==> config.mk <==
export PLATFORM = sky130hd
export DESIGN_NAME = tiny_dnn_out_ctl_flat
export DESIGN_NICKNAME = d
export VERILOG_FILES = /design/src/rtl/tiny_dnn_pkg.sv /design/src/rtl/tiny_dnn_out_ctl_if.sv /design/src/rtl/tiny_dnn_out_cnt.sv /design/src/rtl/tiny_dnn_out_ctl.sv /design/src/flat_wrapper.sv
export SDC_FILE = /design/constraint.sdc
export NUM_CORES = 1
export LEC_CHECK = 0
export BUFFER_PORTS_ARGS = -buffer_cell sky130_fd_sc_hd__buf_4
export CORE_AREA = 2 2 164 86
export CTS_CLUSTER_SIZE = 25
export DETAILED_ROUTE_END_ITERATION = 8
export DIE_AREA = 0 0 166 88
export PLACE_DENSITY = 0.78
export SLEW_MARGIN = 20
export SYNTH_ARGS = -nofsm -noshare
export SYNTH_HDL_FRONTEND = slang
export SYNTH_HIERARCHICAL = 1
export SYNTH_SLANG_ARGS = --single-unit
==> constraint.sdc <==
create_clock -name clk -period 6.5 [get_ports clk]
set_input_delay 0.325 -clock clk [delete_from_list [all_inputs] [get_ports clk]]
set_output_delay 0.325 -clock clk [all_outputs]
set_load 0.01 [all_outputs]
==> src/rtl/tiny_dnn_pkg.sv <==
// rtl/tiny_dnn_pkg.sv - shared tiny_dnn widths and the round/saturate helper
package tiny_dnn_pkg;

    localparam int DEF_AW   = 32;
    localparam int DEF_DW   = 16;
    localparam int DEF_FRAC = 8;

    // Round half up by dropping DEF_FRAC bits, then clamp to the signed DEF_DW range.
    function automatic logic [DEF_DW-1:0] round_sat(input logic signed [DEF_AW:0] s);
        logic signed [DEF_AW+1:0] t;
        logic signed [DEF_AW+1:0] r;
        logic signed [DEF_AW+1:0] hi;
        logic signed [DEF_AW+1:0] lo;
        hi = (DEF_AW+2)'((64'd1 << (DEF_DW-1)) - 64'd1);
        lo = ~hi;
        t  = (DEF_AW+2)'(s) + (DEF_AW+2)'(64'd1 << (DEF_FRAC-1));
        r  = t >>> DEF_FRAC;
        if (r > hi)
            return hi[DEF_DW-1:0];
        else if (r < lo)
            return lo[DEF_DW-1:0];
        else
            return r[DEF_DW-1:0];
    endfunction

endpackage

==> src/rtl/tiny_dnn_out_ctl_if.sv <==
// rtl/tiny_dnn_out_ctl_if.sv - output buffer write port
interface tiny_dnn_out_ctl_if
    import tiny_dnn_pkg::*;
#(
    parameter int DW = DEF_DW
);
    logic          ob_we;
    logic [11:0]   oa;
    logic [DW-1:0] ob_wd;
    logic          ob_ready;

    modport master (output ob_we, output oa, output ob_wd, input ob_ready);
    modport slave  (input ob_we, input oa, input ob_wd, output ob_ready);
endinterface

==> src/rtl/tiny_dnn_out_cnt.sv <==
// rtl/tiny_dnn_out_cnt.sv - ox/oy/dc wrap counter chain for output positions
module tiny_dnn_out_cnt (
    input  logic       clk,
    input  logic       rst,
    input  logic       clr,
    input  logic       adv,
    input  logic [3:0] dd,
    input  logic [4:0] oh,
    input  logic [4:0] ow,
    output logic [3:0] dc,
    output logic [4:0] oy,
    output logic [4:0] ox,
    output logic [3:0] nxt_dc,
    output logic [4:0] nxt_oy,
    output logic [4:0] nxt_ox,
    output logic       last
);
    logic ox_end;
    logic oy_end;
    logic dc_end;

    always_comb begin
        ox_end = (ox == ow);
        oy_end = (oy == oh);
        dc_end = (dc == dd);
        last   = ox_end & oy_end & dc_end;
        nxt_ox = ox_end ? 5'd0 : ox + 5'd1;
        nxt_oy = oy;
        nxt_dc = dc;
        if (ox_end) begin
            nxt_oy = oy_end ? 5'd0 : oy + 5'd1;
            if (oy_end)
                nxt_dc = dc_end ? 4'd0 : dc + 4'd1;
        end
    end

    always_ff @(posedge clk or negedge rst) begin
        if (!rst) begin
            dc <= '0;
            oy <= '0;
            ox <= '0;
        end else if (clr) begin
            dc <= '0;
            oy <= '0;
            ox <= '0;
        end else if (adv) begin
            dc <= nxt_dc;
            oy <= nxt_oy;
            ox <= nxt_ox;
        end
    end
endmodule

==> src/rtl/tiny_dnn_out_ctl.sv <==
// rtl/tiny_dnn_out_ctl.sv - bias/ReLU/round/saturate and output buffer writer
module tiny_dnn_out_ctl
    import tiny_dnn_pkg::*;
#(
    parameter int AW   = DEF_AW,
    parameter int DW   = DEF_DW,
    parameter int FRAC = DEF_FRAC
) (
    input  logic                 clk,
    input  logic                 rst,
    input  logic                 s_init,
    input  logic                 backprop,
    input  logic                 k_fin,
    input  logic signed [AW-1:0] acc,
    input  logic [3:0]           dd,
    input  logic [4:0]           oh,
    input  logic [4:0]           ow,
    input  logic [9:0]           os,
    output logic [3:0]           ba,
    input  logic signed [DW-1:0] bd,
    output logic                 out_busy,
    output logic                 out_fin,
    tiny_dnn_out_ctl_if.master   ob
);
    logic               hv;
    logic               wv;
    logic               fin_q;
    logic signed [AW:0] h_s;
    logic signed [AW:0] s_sum;
    logic signed [AW:0] s_in;
    logic [11:0]        oa_q;
    logic [DW-1:0]      wd_q;
    logic [11:0]        addr;
    logic               accept;
    logic               move;
    logic               h_load;
    logic [3:0]         dc;
    logic [4:0]         oy;
    logic [4:0]         ox;
    logic [3:0]         nxt_dc;
    logic [4:0]         nxt_oy;
    logic [4:0]         nxt_ox;
    logic [3:0]         p_dc;
    logic [4:0]         p_oy;
    logic [4:0]         p_ox;
    logic               last;

    assign accept = wv & ob.ob_ready;
    assign move   = hv & (~wv | accept);
    assign h_load = k_fin & (~hv | move);

    tiny_dnn_out_cnt u_cnt (
        .clk    (clk),
        .rst    (rst),
        .clr    (s_init),
        .adv    (accept),
        .dd     (dd),
        .oh     (oh),
        .ow     (ow),
        .dc     (dc),
        .oy     (oy),
        .ox     (ox),
        .nxt_dc (nxt_dc),
        .nxt_oy (nxt_oy),
        .nxt_ox (nxt_ox),
        .last   (last)
    );

    always_comb begin
        s_sum = (AW+1)'(acc) + ((AW+1)'(bd) <<< FRAC);
        s_in  = (AW+1)'(acc);
        if (!backprop)
            s_in = s_sum[AW] ? '0 : s_sum;
    end

    // When W drains in the same cycle H moves in, the counters still point at
    // the departing write, so the new entry takes the post-advance position.
    always_comb begin
        p_dc = accept ? nxt_dc : dc;
        p_oy = accept ? nxt_oy : oy;
        p_ox = accept ? nxt_ox : ox;
        addr = 12'(p_dc) * 12'(os) + 12'(p_oy) * (12'(ow) + 12'd1) + 12'(p_ox);
    end

    always_ff @(posedge clk or negedge rst) begin
        if (!rst) begin
            hv    <= 1'b0;
            wv    <= 1'b0;
            fin_q <= 1'b0;
            h_s   <= '0;
            oa_q  <= '0;
            wd_q  <= '0;
        end else if (s_init) begin
            hv    <= 1'b0;
            wv    <= 1'b0;
            fin_q <= 1'b0;
            h_s   <= '0;
            oa_q  <= '0;
            wd_q  <= '0;
        end else begin
            fin_q <= accept & last;
            if (h_load) begin
                hv  <= 1'b1;
                h_s <= s_in;
            end else if (move) begin
                hv  <= 1'b0;
            end
            if (move) begin
                wv   <= 1'b1;
                oa_q <= addr;
                wd_q <= round_sat(h_s);
            end else if (accept) begin
                wv   <= 1'b0;
            end
        end
    end

    assign ba       = dc;
    assign out_busy = hv | wv;
    assign out_fin  = fin_q;
    assign ob.ob_we = wv;
    assign ob.oa    = oa_q;
    assign ob.ob_wd = wd_q;

    kfin_dropped: assert property (@(posedge clk) disable iff (!rst) !(k_fin && !s_init && !h_load));
endmodule

==> src/flat_wrapper.sv <==
// flat-port wrapper written by rule: the top's interface ports become plain ports
module tiny_dnn_out_ctl_flat import tiny_dnn_pkg::*;
#(
    parameter int AW   = DEF_AW,
    parameter int DW   = DEF_DW,
    parameter int FRAC = DEF_FRAC
)
  (clk, rst, s_init, backprop, k_fin, acc, dd, oh, ow, os, ba, bd, out_busy, out_fin, ob_ob_we, ob_oa, ob_ob_wd, ob_ob_ready);
  tiny_dnn_out_ctl_if #(.DW(DW)) ob_i ();
  input  logic clk;
  input  logic rst;
  input  logic s_init;
  input  logic backprop;
  input  logic k_fin;
  input  logic signed [AW-1:0] acc;
  input  logic [3:0] dd;
  input  logic [4:0] oh;
  input  logic [4:0] ow;
  input  logic [9:0] os;
  output logic [3:0] ba;
  input  logic signed [DW-1:0] bd;
  output logic out_busy;
  output logic out_fin;
  output wire logic [$bits(ob_i.ob_we)-1:0] ob_ob_we;
  output wire logic [$bits(ob_i.oa)-1:0] ob_oa;
  output wire logic [$bits(ob_i.ob_wd)-1:0] ob_ob_wd;
  input wire logic [$bits(ob_i.ob_ready)-1:0] ob_ob_ready;
  assign ob_ob_we = ob_i.ob_we;
  assign ob_oa = ob_i.oa;
  assign ob_ob_wd = ob_i.ob_wd;
  assign ob_i.ob_ready = ob_ob_ready;
  tiny_dnn_out_ctl #(.AW(AW), .DW(DW), .FRAC(FRAC)) u_core (.clk(clk), .rst(rst), .s_init(s_init), .backprop(backprop), .k_fin(k_fin), .acc(acc), .dd(dd), .oh(oh), .ow(ow), .os(os), .ba(ba), .bd(bd), .out_busy(out_busy), .out_fin(out_fin), .ob(ob_i));
endmodule
==> results.py, run 1 <==
metrics = {
    "clocking": {
        "cts_tree": "yes",
        "cts.path.max_buffers": 2,
        "numCtsBuffers": 9,
        "cts-root-buf": "clkbuf_16",
        "cts_hold_buf": 0,
        "clock_latency_ps": 330,
        "clock_sinks": 71,
        "ctsHtreeMaxLevel": 3,
        "clkTransAtPathRegs_ps": 60,
    },
    "cells_and_area": {
        "layout.cells.non_filler": 1175,
        "syn_to_final_growth_pct": 17.98,
        "final_core_util": 0.6842,
        "final.fill_count": 1141,
        "layout-drive-gt1-share": 0.1852,
        "antenna_cells": 0,
        "final_area_um2": 9015,
        "nNetsFinal": 1184,
        "multi_input_area_um2": 5463,
        "register_area_um2": 1778,
    },
    "die": {
        "pin_count": 113,
        "core_region_area_um2": 13180,
        "rows": 30,
        "start_util": 0.5800,
        "die_w_um": 166,
        "dieArea_um2": 14610,
        "die_y_um": 88,
    },
    "synth": {
        "synthTopCellsByCount": "88 x nand2_1, 71 x dfrtp_1, 64 x ha_1, 64 x inv_1, 61 x nor2_1",
        "yosys-top-cells-area": "dfrtp_1 23%, fa_1 13%, ha_1 10%, xor2_1 4.9%, nand2_1 4.3%",
        "synth_fp_nets": 1068,
        "syn-cell-area_um2": 7641,
        "synth_edf_count": 0,
        "yosys.area.top_type": "dfrtp_1",
        "post_synth.cell_area_avg_um2": 8.703,
        "synth.yosys.seq_area_share": 0.2325,
        "synth_top_area_share": 0.2325,
        "synth-seq-cells": 71,
        "synth_cells": 878,
        "yosysWarningCount": 6,
        "synth-main-ff-cell": "dfrtp_1",
        "ys_async_sr_fraction": 1.000,
        "yosysMostFrequentCell": "nand2_1",
        "ys_types": 70,
    },
    "routing": {
        "avgRoutedWirePerCell_um": 17.37,
        "firstDrtPassIters": 5,
        "wl_um": 20410,
        "drc": 0,
        "ant_nets": 0,
        "via_count": 6911,
        "drtIter0Drc": 818,
        "via_per_inst": 5.882,
    },
    "sta": {
        "setup_slack_ps": 336.7,
        "fin_crit_sh": 0.9482,
        "finalSetupViolCount": 0,
        "worst_pin_slew_ps": 917.0,
        "fmaxAchievable_mhz": 162.3,
        "fin_setup_tns_ps": 0,
        "slew_headroom": 0.3887,
        "finalHoldViolCount": 0,
        "period_minus_slack_ps": 6163,
        "maxSlewViolCount": 0,
        "skew_ps": 10.49,
        "holdWs_ps": 124.0,
    },
    "critical_path": {
        "path_class": "flop to flop",
        "cp_max_fo": 9,
        "crit_required_ps": 6740,
        "cp.arrival_ps": 6400,
        "setup.worst_path.start_class": "flop",
        "cp-end-kind": "flop",
    },
    "hold_path": {
        "hold_class": "primary input to async pin",
    },
    "pwr": {
        "p_comb_frac": 0.243,
        "p_switching_mw": 0.4125,
        "sequentialPowerShare": 0.381,
        "power_leakage_nw": 4.354,
        "power.total_mw": 1.316,
        "worst_ir_drop_vdd_mv": 0.1633,
        "powerDensity_nw_per_um2": 146.0,
        "p_int_mw": 0.9033,
        "switching_share": 0.3135,
        "clockPowerShare": 0.376,
    },
    "place": {
        "portBuffers": 105,
        "placed_area_um2": 8687,
        "hpwl_um": 16480,
        "place_ws_ps": 144.3,
        "routabilityCongestion": 0.9712,
        "dpl.cell_count": 1156,
    },
    "global_routing": {
        "grt_pass1_wl_um": 33380,
        "grt_overflow_total": 0,
        "grt_max_degree": 72,
        "grt_pass1_vias": 6221,
        "track_usage": 0.2887,
        "antenna_found_initial": 0,
    },
    "run": {
        "drv_cap": 0,
    },
    "run_status": {
        "status": "complete, no violations",
    },
}
critical path, stage by stage, from the launching register on:
cell	delay (ps)
dfrtp_1	440
xor2_1	190
nor3_4	250
nand2_2	110
or3_4	390
o21ai_1	130
mux2_2	190
buf_4	180
nand2_1	90
fa_1	530
inv_1	50
fa_1	520
fa_1	440
fa_1	550
inv_1	50
fa_1	530
inv_1	40
ha_1	290
o21ai_1	100
a21boi_1	240
o21ai_2	100
a21boi_1	220
a31oi_1	140
xnor2_1	140
o21ai_0	170
sequential cells by signal (all words and copies together) (netlist names):
register / flops
u_core/u_cnt/dc: 4
u_core/ob.ob_we: 1
u_core/out_fin: 1
u_core/u_cnt/ox: 5
u_core/hv: 1
u_core/ob.ob_wd: 16
u_core/h_s: 26
u_core/ob.oa: 12
u_core/u_cnt/oy: 5
repair_timing:
item / 4_1_cts / 5_1_grt
setup endpoints to repair: 0 / 5
buffers inserted: 0 / 3
resized for setup: 0 / 7
power by group through the flow:
stage | clock, mW | sequential [mW] | combinational (mW)
2_1_floorplan | 0 | 0.496 | 0.199
3_3_place_gp | 0 | 0.507 | 0.304
3_5_place_dp | 0 | 0.507 | 0.311
4_1_cts | 0.503 | 0.499 | 0.312
5_1_grt | 0.528 | 0.504 | 0.350
6_report | 0.494 | 0.501 | 0.320
cell usage in the layout (no fill, tap or decap), types with 14 or more instances in the layout:
cell,synthesis,routed
buf_4,2,135
nand2_1,88,88
dfrtp_1,71,70
inv_1,64,64
ha_1,64,64
nor2_1,61,61
o21ai_0,54,52
fa_1,48,48
a21oi_1,46,44
xor2_1,43,43
nand3_1,29,29
xnor2_1,27,27
a22oi_1,23,23
a22o_1,17,17
a21o_1,15,15
nor2b_1,14,14
o21ai_1,13,14
path summary, 6_finish.rpt:
path	start	to	slack (ps)	cells past startpoint
setup / recovery	u_core/u_cnt/ox[4]	u_core/ob.oa[11]	340	24
hold / removal	rst	u_core/h_s[9]	120	1
setup reg to reg	u_core/u_cnt/ox[4]	u_core/ob.oa[11]	340	24
hold reg to reg	u_core/ob.ob_wd[0]	u_core/ob.ob_wd[0]	490	2
max in group asynchronous	rst	u_core/u_cnt/ox[3]	5720	1
min in group clk	acc[11]	u_core/h_s[11]	230	3
logic make-up after synthesis:
family | Yosys count | synth area share
AOI/OAI and AO/OA | 225 | 0.1886
xor gates and xnor gates | 70 | 0.08024
adders and majority gates | 112 | 0.2306
buffers and inverters | 95 | 0.05403
DFF | 71 | 0.2325
muxes | 17 | 0.02325
and+or+nand+nor | 288 | 0.1908
per-layer routing:
layer  routed length [um]  global-route usage
met4                  102             0.03715
met1                10690              0.4852
met5                    0                   0
met2                 7423              0.3625
met3                 2191             0.07501
layout make-up:
| type | count | area share |
|---|---|---|
| clock buffers | 10 | 0.02540 |
| flip-flops and latches | 71 | 0.1972 |
| clock inverters | 6 | 0.007495 |
| well taps | 176 | 0.02443 |
| multi-input cells | 712 | 0.6060 |
| repair buffers | 135 | 0.1124 |
| inverters | 65 | 0.02706 |
Note: power is estimated with default switching activity, not from simulation.
==> run 2, diff against run 1 <==
RECOVER_POWER = 25   (was unset)
==> results.py, run 2 (synthesis gave the netlist of run 1 again) <==
metrics = {
    "critical_path": {
        "path_class": "flop to flop",
        "path_buf_inv": 4,
        "cp-end-kind": "flop",
        "cpMostUsedCell": "fa_1",
        "max_stage_delay_ps": 550,
        "slowest_stage": "fa_1",
        "cp.arrival_ps": 6400,
        "path_delay_family": "adder cells",
        "regToRegStartpoint": "u_core/u_cnt/ox[4]",
        "path_cells": "xor2_1, nor3_4, nand2_2, or3_4, o21ai_1, mux2_2, buf_4, nand2_1, fa_1, inv_1, fa_1, fa_1, fa_1, inv_1, fa_1, inv_1, ha_1, o21ai_1, a21boi_1, o21ai_2, a21boi_1, a31oi_1, xnor2_1, o21ai_0",
        "crit_required_ps": 6740,
        "crit_path_start": "u_core/u_cnt/ox[4]",
        "cp_max_fo": 9,
        "setup.worst_path.start_class": "flop",
    },
    "place": {
        "placed_area_um2": 8687,
        "routabilityCongestion": 0.9712,
        "portBuffers": 105,
        "hpwl_um": 16480,
        "place_ws_ps": 144.3,
    },
    "clocking": {
        "clock_sinks": 71,
        "numCtsBuffers": 9,
        "clock_latency_ps": 330,
        "cts.path.max_buffers": 2,
        "cts-root-buf": "clkbuf_16",
        "clkTransAtPathRegs_ps": 60,
        "ctsHtreeMaxLevel": 3,
        "cts_tree": "yes",
    },
    "pwr": {
        "worst_ir_drop_vdd_mv": 0.1631,
        "power_leakage_nw": 4.350,
        "powerDensity_nw_per_um2": 145.9,
    },
    "cells_and_area": {
        "most-common-layout-cells": "134 x buf_4, 88 x nand2_1, 70 x dfrtp_1",
        "largest_register_ffs": 26,
        "antenna_cells": 0,
        "top_register": "u_core/h_s",
        "final_area_um2": 9011,
        "layout-drive-gt1-share": 0.1842,
        "syn_to_final_growth_pct": 17.93,
        "nNetsFinal": 1184,
        "final_common_cell": "buf_4",
    },
    "die": {
        "core_region_area_um2": 13180,
        "die_y_um": 88,
        "start_util": 0.5800,
        "die_w_um": 166,
        "dieArea_um2": 14610,
        "rows": 30,
        "pin_count": 113,
    },
    "sta": {
        "fin_crit_sh": 0.9481,
        "maxSlewViolCount": 72,
        "worst_pin_slew_ps": 3863,
        "period_minus_slack_ps": 6163,
        "fmaxAchievable_mhz": 162.3,
        "finalSetupViolCount": 0,
        "skew_ps": 10.17,
        "setup_slack_ps": 337.1,
        "finalHoldViolCount": 0,
        "slew_headroom": -1.575,
    },
    "routing": {
        "drtIter0Drc": 827,
        "avgRoutedWirePerCell_um": 17.35,
        "firstDrtPassIters": 5,
        "drc": 0,
        "via_per_inst": 5.883,
        "ant_nets": 0,
        "via_count": 6913,
        "wl_um": 20390,
    },
    "global_routing": {
        "grt_max_degree": 72,
        "grt_pass1_vias": 6221,
        "track_usage": 0.2887,
        "grt_overflow_total": 0,
        "grt_pass1_wl_um": 33380,
        "antenna_found_initial": 0,
    },
    "hold_path": {
        "hold_class": "primary input to flop",
        "holdCritStartpoint": "acc[11]",
    },
    "run_status": {
        "violations": "capacitance limit, slew limit",
        "status": "complete, but fails checks",
    },
    "run": {
        "drv_cap": 1,
    },
}
[run 2: path summary, 6_finish.rpt]
path	end	cells after the start	slack (ps)
setup / recovery	u_core/ob.oa[11]	24	340
hold / removal	u_core/h_s[11]	3	230
setup reg to reg	u_core/ob.oa[11]	24	340
hold reg to reg	u_core/ob.ob_wd[0]	2	490
max in group asynchronous	u_core/u_cnt/ox[3]	1	2710
min in group asynchronous	u_core/h_s[9]	1	1330
[run 2: tightest hold or removal path, delay by kind of cell]
family | cells | cell delay [ps]
buffers and inverters | 1 | 90
AO/OA/AOI/OAI | 2 | 110
[run 2: area by class of cell]
| type | count | area [um^2] |
|---|---|---|
| Timing Repair Buffer | 135 | 1010 |
| Sequential cell | 71 | 1778 |
| Clock buffer | 10 | 229.0 |
| Fill cell | 1140 | 4164 |
| Inverter | 65 | 244.0 |
| Multi-Input combinational cell | 712 | 5463 |
| Clock inverter | 6 | 67.56 |
| Tap cell | 176 | 220.2 |
[run 2: report_power, final]
part,switching (mW),internal (mW)
clock network,0.195,0.299
logic,0.181,0.139
registers,0.0360,0.465
[run 2: repair_timing]
| action | CTS | global route |
|---|---|---|
| endpoints found under the hold margin | 0 | 0 |
| hold buffers | 0 | 0 |
| resized for setup | 0 | 7 |
| setup buffers | 0 | 3 |
| setup endpoints to repair | 0 | 5 |
[run 2: through the flow]
step | hold WS, ps | setup TNS, ps | std cells | util | power (mW)
after floorplan | 29.41 | 0 | 878 | - | 0.6947
after global placement | 464.8 | 0 | 1156 | 0.6594 | 0.8105
after detailed placement | 476.3 | 0 | 1156 | 0.6594 | 0.8181
after CTS | 165.0 | 0 | 1172 | 0.6819 | 1.315
after global routing | 236.1 | -37.52 | 1175 | 0.6840 | 1.382
final | 229.3 | 0 | 1175 | 0.6840 | 1.315
[run 2: routing by layer]
metal	vias up	track usage	part of all wire
met5	-	0	0
met4	0	0.03715	0.0050
met3	10	0.07501	0.11
met2	331	0.3625	0.36
met1	3243	0.4852	0.52
li1	3329	-	-
